## config.mk

```make
export PLATFORM = sky130hd
export DESIGN_NAME = read_manager_flat
export DESIGN_NICKNAME = d
export VERILOG_FILES = /design/src/rtl/read_pkg.sv /design/src/rtl/read_manager_if.sv /design/src/rtl/read_preamble_detect.sv /design/src/rtl/read_manager.sv /design/src/flat_wrapper.sv
export SDC_FILE = /design/constraint.sdc
export NUM_CORES = 1
export LEC_CHECK = 0
export CAP_MARGIN = 10
export CORE_UTILIZATION = 45
export CTS_CLUSTER_SIZE = 8
export DETAILED_ROUTE_END_ITERATION = 10
export HOLD_SLACK_MARGIN = 0.1
export PLACE_DENSITY_LB_ADDON = 0.3
export SYNTH_ARGS = -nofsm -noshare
export SYNTH_HDL_FRONTEND = slang
export SYNTH_HIERARCHICAL = 1
export SYNTH_SLANG_ARGS = --single-unit
```

## constraint.sdc

```tcl
create_clock -name i_clk -period 2 [get_ports i_clk]
set_input_delay 0.3 -clock i_clk [delete_from_list [all_inputs] [get_ports i_clk]]
set_output_delay 0.3 -clock i_clk [all_outputs]
set_load 0.005 [all_outputs]
```

## src/rtl/read_pkg.sv

```systemverilog
// Shared types and helpers for the DDR5 PHY read manager.
package read_pkg;

  typedef enum logic [2:0] {
    ST_IDLE     = 3'd0,
    ST_WAIT_PRE = 3'd1,
    ST_DATA     = 3'd2,
    ST_CRC      = 3'd3,
    ST_POST     = 3'd4
  } rd_state_e;

  localparam logic [1:0] BL_16 = 2'b00;
  localparam logic [1:0] BC_8  = 2'b01;
  localparam logic [1:0] BL_32 = 2'b10;

  // Per-burst configuration, captured with the read command.
  typedef struct packed {
    logic [1:0] bl;
    logic       crc;
    logic [2:0] pre;
    logic [1:0] post;
  } rd_cfg_t;

  // Burst length in clock cycles (two beats per cycle); code 11 behaves as BL16.
  function automatic logic [4:0] burst_cycles(input logic [1:0] bl);
    case (bl)
      BC_8:    return 5'd4;
      BL_32:   return 5'd16;
      default: return 5'd8;
    endcase
  endfunction

  // Out-of-range preamble lengths fall back to the longest legal one.
  function automatic logic [2:0] clamp_pre(input logic [2:0] p);
    return (p == 3'd0 || p > 3'd4) ? 3'd4 : p;
  endfunction

endpackage

```

## src/rtl/read_manager_if.sv

```systemverilog
// Controller/PHY-side signal bundle of the read manager.
interface read_manager_if #(parameter int N = 4);
  logic           i_enable;
  logic           i_rd_en;
  logic           i_crc_en;
  logic [1:0]     i_burstlength;
  logic [2:0]     i_precycle;
  logic [1:0]     i_postcycle;
  logic [7:0]     i_pre_pattern;
  logic [2*N-1:0] i_DQ;
  logic [1:0]     i_DQS;
  logic [2*N-1:0] i_crc_code;
  logic [2*N-1:0] o_rd_data;
  logic           o_rd_data_valid;
  logic [2*N-1:0] o_crc_data;
  logic           o_crc_enable;
  logic           o_crc_error;
  logic           o_preamble_error;
  logic           o_cmd_overflow;
  logic           o_busy;
  logic [2:0]     o_fsm_state;

  modport master (
    output i_enable, i_rd_en, i_crc_en, i_burstlength, i_precycle, i_postcycle,
           i_pre_pattern, i_DQ, i_DQS, i_crc_code,
    input  o_rd_data, o_rd_data_valid, o_crc_data, o_crc_enable, o_crc_error,
           o_preamble_error, o_cmd_overflow, o_busy, o_fsm_state
  );

  modport slave (
    input  i_enable, i_rd_en, i_crc_en, i_burstlength, i_precycle, i_postcycle,
           i_pre_pattern, i_DQ, i_DQS, i_crc_code,
    output o_rd_data, o_rd_data_valid, o_crc_data, o_crc_enable, o_crc_error,
           o_preamble_error, o_cmd_overflow, o_busy, o_fsm_state
  );
endinterface

```

## src/rtl/read_preamble_detect.sv

```systemverilog
// DQS preamble search: history shift register, masked pattern compare, timeout counter.
module read_preamble_detect #(
  parameter int TIMEOUT = 16
) (
  input  logic       clk,
  input  logic       rst_n,
  input  logic       active_i,
  input  logic [1:0] dqs_i,
  input  logic [7:0] pattern_i,
  input  logic [2:0] prec_i,
  output logic       detect_o,
  output logic       timeout_o
);
  localparam int TW = $clog2(TIMEOUT) + 1;

  logic [7:0]    hist_q, hist_d;
  logic [TW-1:0] tmo_q;
  logic [7:0]    mask;

  // Compare includes the pair arriving this cycle so data can follow the preamble directly.
  always_comb begin
    hist_d = {hist_q[5:0], dqs_i};
    case (prec_i)
      3'd1:    mask = 8'h03;
      3'd2:    mask = 8'h0F;
      3'd3:    mask = 8'h3F;
      default: mask = 8'hFF;
    endcase
    detect_o  = active_i && (((hist_d ^ pattern_i) & mask) == 8'h00);
    timeout_o = active_i && !detect_o && (tmo_q == TW'(TIMEOUT - 1));
  end

  // History and timeout restart from zero on every entry to the search.
  always_ff @(posedge clk or negedge rst_n) begin
    if (!rst_n) begin
      hist_q <= '0;
      tmo_q  <= '0;
    end else if (!active_i) begin
      hist_q <= '0;
      tmo_q  <= '0;
    end else begin
      hist_q <= hist_d;
      tmo_q  <= tmo_q + TW'(1);
    end
  end
endmodule

```

## src/rtl/read_manager.sv

```systemverilog
// DDR5 PHY read manager: preamble search, burst capture, optional CRC check, postamble.
module read_manager
  import read_pkg::*;
#(
  parameter int N       = 4,
  parameter int TIMEOUT = 16
) (
  input logic           i_clk,
  input logic           i_rst,
  read_manager_if.slave bus
);
  rd_state_e      state_q, state_d;
  rd_cfg_t        cfg_q, cfg_d, pcfg_q, pcfg_d, new_cfg;
  logic           pend_q, pend_d;
  logic [4:0]     cnt_q, cnt_d;
  logic           detect, timeout, rd_acc, consume, ovf;
  logic           last_beat, post_last, en;
  logic [2*N-1:0] rd_data_q, crc_data_q;
  logic           valid_q, crc_en_q, crc_err_q, pre_err_q, ovf_q;

  assign en        = bus.i_enable;
  assign rd_acc    = bus.i_rd_en && en;
  assign new_cfg   = '{bl: bus.i_burstlength, crc: bus.i_crc_en,
                       pre: clamp_pre(bus.i_precycle), post: bus.i_postcycle};
  assign last_beat = (cnt_q == burst_cycles(cfg_q.bl) - 5'd1);
  assign post_last = (cfg_q.post <= 2'd1) || (cnt_q != 5'd0);

  read_preamble_detect #(.TIMEOUT(TIMEOUT)) u_pre (
    .clk       (i_clk),
    .rst_n     (i_rst),
    .active_i  (state_q == ST_WAIT_PRE && en),
    .dqs_i     (bus.i_DQS),
    .pattern_i (bus.i_pre_pattern),
    .prec_i    (cfg_q.pre),
    .detect_o  (detect),
    .timeout_o (timeout)
  );

  // Next state, shadow config and pending-command bookkeeping.
  always_comb begin
    state_d = state_q;
    cfg_d   = cfg_q;
    pcfg_d  = pcfg_q;
    pend_d  = pend_q;
    consume = 1'b0;
    ovf     = 1'b0;
    if (!en) begin
      state_d = ST_IDLE;
      pend_d  = 1'b0;
    end else begin
      case (state_q)
        ST_IDLE:
          if (pend_q) begin
            state_d = ST_WAIT_PRE; cfg_d = pcfg_q; consume = 1'b1;
          end else if (rd_acc) begin
            state_d = ST_WAIT_PRE; cfg_d = new_cfg;
          end
        ST_WAIT_PRE:
          if (detect)       state_d = ST_DATA;
          else if (timeout) state_d = ST_IDLE;
        ST_DATA:
          if (last_beat) begin
            if (cfg_q.crc) state_d = ST_CRC;
            else if (pend_q) begin
              state_d = ST_WAIT_PRE; cfg_d = pcfg_q; consume = 1'b1;
            end else state_d = ST_POST;
          end
        ST_CRC:
          if (pend_q) begin
            state_d = ST_WAIT_PRE; cfg_d = pcfg_q; consume = 1'b1;
          end else state_d = ST_POST;
        ST_POST:
          if (post_last) begin
            if (pend_q) begin
              state_d = ST_WAIT_PRE; cfg_d = pcfg_q; consume = 1'b1;
            end else state_d = ST_IDLE;
          end
        default: state_d = ST_IDLE;
      endcase
      if (consume) pend_d = 1'b0;
      // A command that cannot start now is parked; a second one is dropped.
      if (rd_acc && (state_q != ST_IDLE || pend_q)) begin
        if (pend_q && !consume) ovf = 1'b1;
        else begin
          pend_d = 1'b1;
          pcfg_d = new_cfg;
        end
      end
    end
    // Shared beat/postamble counter restarts on every state change.
    if (state_d != state_q || !(state_q == ST_DATA || state_q == ST_POST)) cnt_d = 5'd0;
    else cnt_d = cnt_q + 5'd1;
  end

  // State, configuration and counter registers.
  always_ff @(posedge i_clk or negedge i_rst) begin
    if (!i_rst) begin
      state_q <= ST_IDLE;
      cfg_q   <= '0;
      pcfg_q  <= '0;
      pend_q  <= 1'b0;
      cnt_q   <= '0;
    end else begin
      state_q <= state_d;
      cfg_q   <= cfg_d;
      pcfg_q  <= pcfg_d;
      pend_q  <= pend_d;
      cnt_q   <= cnt_d;
    end
  end

  // Registered read data, CRC stream and error pulses (one cycle behind the input).
  always_ff @(posedge i_clk or negedge i_rst) begin
    if (!i_rst) begin
      rd_data_q  <= '0;
      valid_q    <= 1'b0;
      crc_data_q <= '0;
      crc_en_q   <= 1'b0;
      crc_err_q  <= 1'b0;
      pre_err_q  <= 1'b0;
      ovf_q      <= 1'b0;
    end else begin
      valid_q    <= (state_q == ST_DATA) && en;
      rd_data_q  <= ((state_q == ST_DATA) && en) ? bus.i_DQ : '0;
      crc_en_q   <= (state_q == ST_DATA) && en && cfg_q.crc;
      crc_data_q <= ((state_q == ST_DATA) && en && cfg_q.crc) ? bus.i_DQ : '0;
      crc_err_q  <= (state_q == ST_CRC) && en && (bus.i_DQ != bus.i_crc_code);
      pre_err_q  <= timeout && en;
      ovf_q      <= ovf;
    end
  end

  // Qualifiers drop combinationally when the block is disabled.
  assign bus.o_rd_data        = rd_data_q;
  assign bus.o_rd_data_valid  = valid_q && en;
  assign bus.o_crc_data       = crc_data_q;
  assign bus.o_crc_enable     = crc_en_q && en;
  assign bus.o_crc_error      = crc_err_q;
  assign bus.o_preamble_error = pre_err_q;
  assign bus.o_cmd_overflow   = ovf_q;
  assign bus.o_busy           = (state_q != ST_IDLE);
  assign bus.o_fsm_state      = state_q;
endmodule

```

## src/flat_wrapper.sv

```systemverilog
// flat-port wrapper written by rule: the top's interface ports become plain ports
module read_manager_flat import read_pkg::*;
#(
  parameter int N       = 4,
  parameter int TIMEOUT = 16
)
  (i_clk, i_rst, bus_i_enable, bus_i_rd_en, bus_i_crc_en, bus_i_burstlength, bus_i_precycle, bus_i_postcycle, bus_i_pre_pattern, bus_i_DQ, bus_i_DQS, bus_i_crc_code, bus_o_rd_data, bus_o_rd_data_valid, bus_o_crc_data, bus_o_crc_enable, bus_o_crc_error, bus_o_preamble_error, bus_o_cmd_overflow, bus_o_busy, bus_o_fsm_state);
  read_manager_if #(.N(N)) bus_i ();
  input logic i_clk;
  input logic i_rst;
  input wire logic [$bits(bus_i.i_enable)-1:0] bus_i_enable;
  input wire logic [$bits(bus_i.i_rd_en)-1:0] bus_i_rd_en;
  input wire logic [$bits(bus_i.i_crc_en)-1:0] bus_i_crc_en;
  input wire logic [$bits(bus_i.i_burstlength)-1:0] bus_i_burstlength;
  input wire logic [$bits(bus_i.i_precycle)-1:0] bus_i_precycle;
  input wire logic [$bits(bus_i.i_postcycle)-1:0] bus_i_postcycle;
  input wire logic [$bits(bus_i.i_pre_pattern)-1:0] bus_i_pre_pattern;
  input wire logic [$bits(bus_i.i_DQ)-1:0] bus_i_DQ;
  input wire logic [$bits(bus_i.i_DQS)-1:0] bus_i_DQS;
  input wire logic [$bits(bus_i.i_crc_code)-1:0] bus_i_crc_code;
  output wire logic [$bits(bus_i.o_rd_data)-1:0] bus_o_rd_data;
  output wire logic [$bits(bus_i.o_rd_data_valid)-1:0] bus_o_rd_data_valid;
  output wire logic [$bits(bus_i.o_crc_data)-1:0] bus_o_crc_data;
  output wire logic [$bits(bus_i.o_crc_enable)-1:0] bus_o_crc_enable;
  output wire logic [$bits(bus_i.o_crc_error)-1:0] bus_o_crc_error;
  output wire logic [$bits(bus_i.o_preamble_error)-1:0] bus_o_preamble_error;
  output wire logic [$bits(bus_i.o_cmd_overflow)-1:0] bus_o_cmd_overflow;
  output wire logic [$bits(bus_i.o_busy)-1:0] bus_o_busy;
  output wire logic [$bits(bus_i.o_fsm_state)-1:0] bus_o_fsm_state;
  assign bus_i.i_enable = bus_i_enable;
  assign bus_i.i_rd_en = bus_i_rd_en;
  assign bus_i.i_crc_en = bus_i_crc_en;
  assign bus_i.i_burstlength = bus_i_burstlength;
  assign bus_i.i_precycle = bus_i_precycle;
  assign bus_i.i_postcycle = bus_i_postcycle;
  assign bus_i.i_pre_pattern = bus_i_pre_pattern;
  assign bus_i.i_DQ = bus_i_DQ;
  assign bus_i.i_DQS = bus_i_DQS;
  assign bus_i.i_crc_code = bus_i_crc_code;
  assign bus_o_rd_data = bus_i.o_rd_data;
  assign bus_o_rd_data_valid = bus_i.o_rd_data_valid;
  assign bus_o_crc_data = bus_i.o_crc_data;
  assign bus_o_crc_enable = bus_i.o_crc_enable;
  assign bus_o_crc_error = bus_i.o_crc_error;
  assign bus_o_preamble_error = bus_i.o_preamble_error;
  assign bus_o_cmd_overflow = bus_i.o_cmd_overflow;
  assign bus_o_busy = bus_i.o_busy;
  assign bus_o_fsm_state = bus_i.o_fsm_state;
  read_manager #(.N(N), .TIMEOUT(TIMEOUT)) u_core (.i_clk(i_clk), .i_rst(i_rst), .bus(bus_i));
endmodule
```

==> results of run 1 <==
[layout make-up]
cell class              instances  area (um2)
inverters                      10        41.3
flip-flops and latches         55        1380
fillers                       441        1710
multi-input cells             182        1620
well taps                      75        93.8
clock buffers                   5        68.8
repair buffers                112        1020
clock inverters                 3        20.0
[per-layer routing]
metal | GRT usage | up-vias
li1 | - | 1130
met1 | 0.274 | 1179
met2 | 0.364 | 79
met3 | 0.0315 | 18
met4 | 0.0643 | 0
met5 | 0 | -
[timing repair]
action	4_1_cts	5_1_grt
buffers inserted	5	4
hold endpoints to repair	21	0
hold buffers	1	0
setup endpoints to repair	18	21
pin swaps	20	11
resized for setup	41	36
[cells by family after synthesis]
family,after synthesis,synth area share
AND/OR/NAND/NOR,89,0.189
adder cells (fa/ha/maj),5,0.0224
buffers and inverters,22,0.0336
multiplexers,13,0.0524
flip-flops,55,0.492
XOR/XNOR,23,0.0721
AO/OA/AOI/OAI,52,0.138
[power by group through the flow]
stage	Clock (uW)	Combinational [uW]	Sequential [uW]
final	604	618	1290
after global routing	653	669	1300
after CTS	617	550	1280
after detailed placement	0	485	1300
after global placement	0	471	1290
after floorplan	0	262	1280
[registers in the layout (all words and copies together) (netlist names), 3 cells and up]
register / cells
u_core/bus.o_crc_data: 8
u_core/bus.o_fsm_state: 3
u_core/bus.o_rd_data: 8
u_core/cfg_q: 7
u_core/cnt_q: 5
u_core/pcfg_q: 7
u_core/u_pre/hist_q: 6
u_core/u_pre/tmo_q: 5
[layout by cell type, fill, tap and decap left out, types with 6 or more instances in the layout]
master | synthesis | layout
buf_6 | 1 | 6
xor2_1 | 14 | 14
o21ai_0 | 9 | 8
nor2_1 | 10 | 7
a22o_1 | 6 | 6
and3_1 | 11 | 9
nor2b_1 | 9 | 7
nand2_1 | 9 | 9
clkdlybuf4s50_1 | 0 | 56
mux2_4 | 0 | 11
xnor2_1 | 9 | 7
buf_4 | 0 | 43
a21oi_1 | 8 | 7
dfrtp_1 | 55 | 52
inv_1 | 10 | 6
and2_1 | 21 | 21
[per-stage QoR]
step / hold WS (ps) / worst slack, ps / cell area [um2]
after floorplan: 4.41 / -76.1 / 2800
after CTS: 500 / -48.5 / 4050
after global routing: 540 / -196 / 4240
after global placement: 301 / -374 / 3770
final: 503 / -112 / 4240
after detailed placement: 306 / -465 / 3770
[worst paths after layout]
kind                       depth (start not counted)  slack (ps)                         start                                  end
max                                                8        -110     u_core/cnt_q[0]$_DFF_PN0_            u_core/cnt_q[4]$_DFF_PN0_
min                                                2         500                         i_rst     u_core/u_pre/hist_q[1]$_DFF_PN0_
max reg2reg                                        8        -110     u_core/cnt_q[0]$_DFF_PN0_            u_core/cnt_q[4]$_DFF_PN0_
min reg2reg                                        1         520  u_core/pcfg_q[7]$_DFFE_PN0P_         u_core/pcfg_q[7]$_DFFE_PN0P_
max in group asynchronous                          3         930                         i_rst  u_core/bus.o_fsm_state[0]$_DFF_PN0_
min in group i_clk                                 1         520  u_core/pcfg_q[7]$_DFFE_PN0P_         u_core/pcfg_q[7]$_DFFE_PN0P_
==> results.cfg, run 1 <==
[grt]
grtUsageTotal = 0.211
grt_pass1_vias = 2314
grt_pass1_wl_um = 10600
grt_max_degree = 35
grt_overflow = 0
antenna_found_initial = 0

[timing]
setup_viol = 14
worst_slew_pin_slew_ps = 542
slew-limit-headroom = 0.639
hold_viol = 0
fmax_mhz = 474
worst_slack_ps = -112
fin_tns_setup_ps = -887
finClkSkew_ps = 7.59
fin_crit_ps = 2110
finalMaxSlewViolations = 0
grt_setup_unrepaired = yes
finalCritPeriodShare = 1.06

[power]
p_sw_uw = 707
p_leak_uw = 0.00186
p_int_uw = 1810
p_per_area_nw_per_um2 = 593
comb_power_share = 0.246
total_power_uw = 2520
peakVddDrop_uv = 538
clkPwrFrac = 0.240
pwr-share-seq = 0.514
switching_share = 0.281

[cells_and_area]
diodes = 0
layout.cells.non_filler = 442
nets = 409
drive_above_1_share = 0.319
area_growth_pct = 51.8
utilization = 0.713

[floorplan]
io_pins = 63
die_height_um = 80.8
initial_utilization = 0.469
rows = 28
chipWidth_um = 80.8
core_area_um2 = 5960
die-area_um2 = 6530

[synth]
synth.most_common_cell = dfrtp_1
synth_area_leaders = dfrtp_1 49%, mux2_2 4.8%, and2_1 4.7%, xor2_1 4.4%, xnor2_1 2.8%
syn_inst = 259
syn_area_um2 = 2800
synthArstFlopShare = 1.00
synth.avg_cell_area_um2 = 10.8
synth_nets = 302
yosys.area.top_type_share = 0.492
ys_seq_area_frac = 0.492
synth_common_cells = 55 x dfrtp_1, 21 x and2_1, 14 x xor2_1, 12 x mux2_2, 11 x and3_1
synth_cell_types = 50
ys_ff_latch = 55
synth_edf_count = 0
yosysWarnings = 6
ys.flop_type = dfrtp_1
yosysTopAreaCell = dfrtp_1

[critical_path]
cp_max_fo = 5
cp-start-kind = flop
path_delay_family = simple AND/OR/NAND/NOR gates
crit_required_ps = 2200
worstPathArrival_ps = 2310
path_class = reg2reg
critPathSlowestCell = dfrtp_1
endpoint_kind = flop
critPathBufInv = 2
crit_path_max_incr_delay_ps = 420
crit_path_cell_trace = inv_2 > ha_4 > buf_6 > nand4b_1 > nor4_4 > o21ai_2 > or3_4 > a2111oi_2

[cts]
clock_latency_ps = 300
numCtsBuffers = 5
clk_root_buffer_cell = clkbuf_8
tritoncts = built
cts.sink_count = 55
cts_buffer_depth = 2
path_clk_slew_ps = 100
htreeDepth = 2

[placed_design]
gp_congestion = 0.883
dp_cells = 425
io_buffer_count = 61
dp_hpwl_um = 4630

[routing]
vias_per_cell = 5.44
drt_iter0_markers = 145
drt_wl_total_um = 7230
wl_met3_um = 330
dr.pass1.iters = 4
drcViolationCount = 0
ant_nets = 0
wl_met1_um = 3160
top_layer = met4
wl_per_cell_um = 16.4
via_count = 2406
met2_length_um = 3610

[job]
cap_violations = 0

[outcome]
outcome = finished with violations
violations = negative setup slack

[worst_hold_path]
hold_class = in2async
(Power assumes the default switching activity.)
==> inputs of run 2 (changes only) <==
--- a/config.mk
+++ b/config.mk
@@ -6,6 +6,7 @@
 export NUM_CORES = 1
 export LEC_CHECK = 0
 export CAP_MARGIN = 10
+export CORE_MARGIN = 8
 export CORE_UTILIZATION = 45
 export CTS_CLUSTER_SIZE = 8
 export DETAILED_ROUTE_END_ITERATION = 10
==> run 2 against run 1 <==
Count of clock-buffer cells in the layout did not move. Sequential cell count did not move. Final area is 2.1% lower. Worst hold slack lost 20 ps. Non-clock buffer count shrank 1. Sequential power about the same. The flow still finishes with violations (negative setup slack). Final cell count decreased by 0.23%.
==> results.cfg, run 2 (synthesis gave the netlist of run 1 again) <==
[timing]
finClkSkew_ps = 10.3
fin_tns_setup_ps = -1040
grt_setup_unrepaired = yes
setup_viol = 18
worst_slew_pin_slew_ps = 477
worst_slack_ps = -128
slew-limit-headroom = 0.681
hold_ws_ps = 483
fmax_mhz = 470
finalCritPeriodShare = 1.06
finalMaxSlewViolations = 0
fin_crit_ps = 2130
hold_viol = 0

[critical_path]
crit_path_max_incr_delay_ps = 410
endpoint_kind = flop
reg2reg_from = u_core/cfg_q[3]$_DFFE_PN0P_
cp-start-kind = input pin
worstReg2RegEnd = u_core/cnt_q[1]$_DFF_PN0_
path_class = in2reg
crit_start = bus_i_pre_pattern[5]
crit_path_cell_trace = clkdlybuf4s50_1 > xor2_1 > o22ai_1 > and3_1 > and3_4 > nor4_2 > a211oi_2 > nor2_4 > a2111oi_2
worstPathArrival_ps = 2330
r2r_cells = 8
cp_max_fo = 5
crit_required_ps = 2200
r2r_slack_ps = -120
critPathSlowestCell = clkdlybuf4s50_1

[routing]
vias_per_cell = 5.39
dr.pass1.iters = 4
via_count = 2377
drt_wl_total_um = 7340
drcViolationCount = 0
wl_per_cell_um = 16.6
drt_iter0_markers = 101
ant_nets = 0

[cts]
path_clk_slew_ps = 100
clk_root_buffer_cell = clkbuf_8
cts_buffer_depth = 2
htreeDepth = 2
clock_latency_ps = 310
cts.sink_count = 55
numCtsBuffers = 5
tritoncts = built

[outcome]
violations = negative setup slack
outcome = finished with violations

[cells_and_area]
nets = 408
drive_above_1_share = 0.292
diodes = 0
mostFrequentLayoutCells = 57 x clkdlybuf4s50_1, 55 x dfrtp_1, 47 x buf_4
area_growth_pct = 48.6
final_common_cell = clkdlybuf4s50_1

[grt]
grtUsageTotal = 0.165
antenna_found_initial = 0
grt_pass1_wl_um = 11900
grt_pass1_vias = 2465
grt_overflow = 0
grt_max_degree = 22

[worst_hold_path]
hold_class = in2async

[floorplan]
initial_utilization = 0.469
core_area_um2 = 5960
rows = 28
io_pins = 63
die_height_um = 94.8
chipWidth_um = 94.8
die-area_um2 = 8990

[placed_design]
io_buffer_count = 61
dp_hpwl_um = 5140
gp_congestion = 0.855

[power]
peakVddDrop_uv = 419
p_leak_uw = 0.00187
p_per_area_nw_per_um2 = 600

[job]
cap_violations = 0
==> run 2: cell types whose count changed in the layout (fill, tap and decap cells not counted), moves of 2 or more <==
cell,change
buf_4,+4
dfrtp_1,+3
o21ai_1,+2
mux2_4,+2
mux2_2,-2
dfrtp_2,-3
buf_6,-4
==> run 2: worst max-delay path by stage <==
stage	to	slack, ps
detailed placement	u_core/cnt_q[0]$_DFF_PN0_	-540
floorplan	u_core/pcfg_q[1]$_DFFE_PN0P_	-80
CTS	u_core/pcfg_q[1]$_DFFE_PN0P_	-70
finish	u_core/cnt_q[1]$_DFF_PN0_	-130
global placement	u_core/cnt_q[0]$_DFF_PN0_	-350
global route	u_core/cnt_q[1]$_DFF_PN0_	-210
==> run 2: worst max-delay path: cells and delay by family <==
kind	cells	cell delay, ps
xor+xnor	1	170
buf+inv	1	410
simple gates	4	630
compound gates	3	830
==> run 2: power breakdown <==
| part | switching (uW) | total (uW) | internal (uW) |
|---|---|---|---|
| Clock | 362 | 607 | 244 |
| Sequential | 85.8 | 1290 | 1210 |
| Combinational | 242 | 594 | 352 |
==> run 2: cell type report <==
cell class                 instances  area (um2)
clock inverter                     3        20.0
inverter                          10        37.5
clock buffer                       5        68.8
sequential                        55        1380
fill                             454        1800
multi-input combinational        182        1570
tap                               75        93.8
timing repair buffer             111         987
==> run 2: layer usage <==
layer  routed length [um]  vias up  track usage
met5                    0        -            0
met4                   78        0       0.0390
met3                  524        8       0.0357
met2                 3650       88        0.275
met1                 3080     1154        0.214
li1                     -     1127            -
==> run 2: per-stage QoR <==
| stage | utilization | cell area (um2) | total power [uW] | worst slack (ps) | std cells |
|---|---|---|---|---|---|
| 4_1_cts | 0.684 | 4070 | 2500 | -73.3 | 441 |
| 6_report | 0.697 | 4150 | 2490 | -128 | 441 |
| 5_1_grt | 0.697 | 4150 | 2630 | -206 | 441 |
| 3_5_place_dp | 0.628 | 3740 | 1780 | -541 | 423 |
| 3_3_place_gp | 0.628 | 3740 | 1760 | -354 | 423 |
| 2_1_floorplan | - | 2800 | 1540 | -76.1 | 259 |
==> run 2: timing repair <==
| item | CTS | global route |
|---|---|---|
| buffers inserted | 9 | 1 |
| endpoints found under the hold margin | 19 | 0 |
| setup endpoints to repair | 21 | 18 |
| pin swaps | 14 | 4 |
| resized for setup | 46 | 14 |
| hold buffers | 1 | 0 |
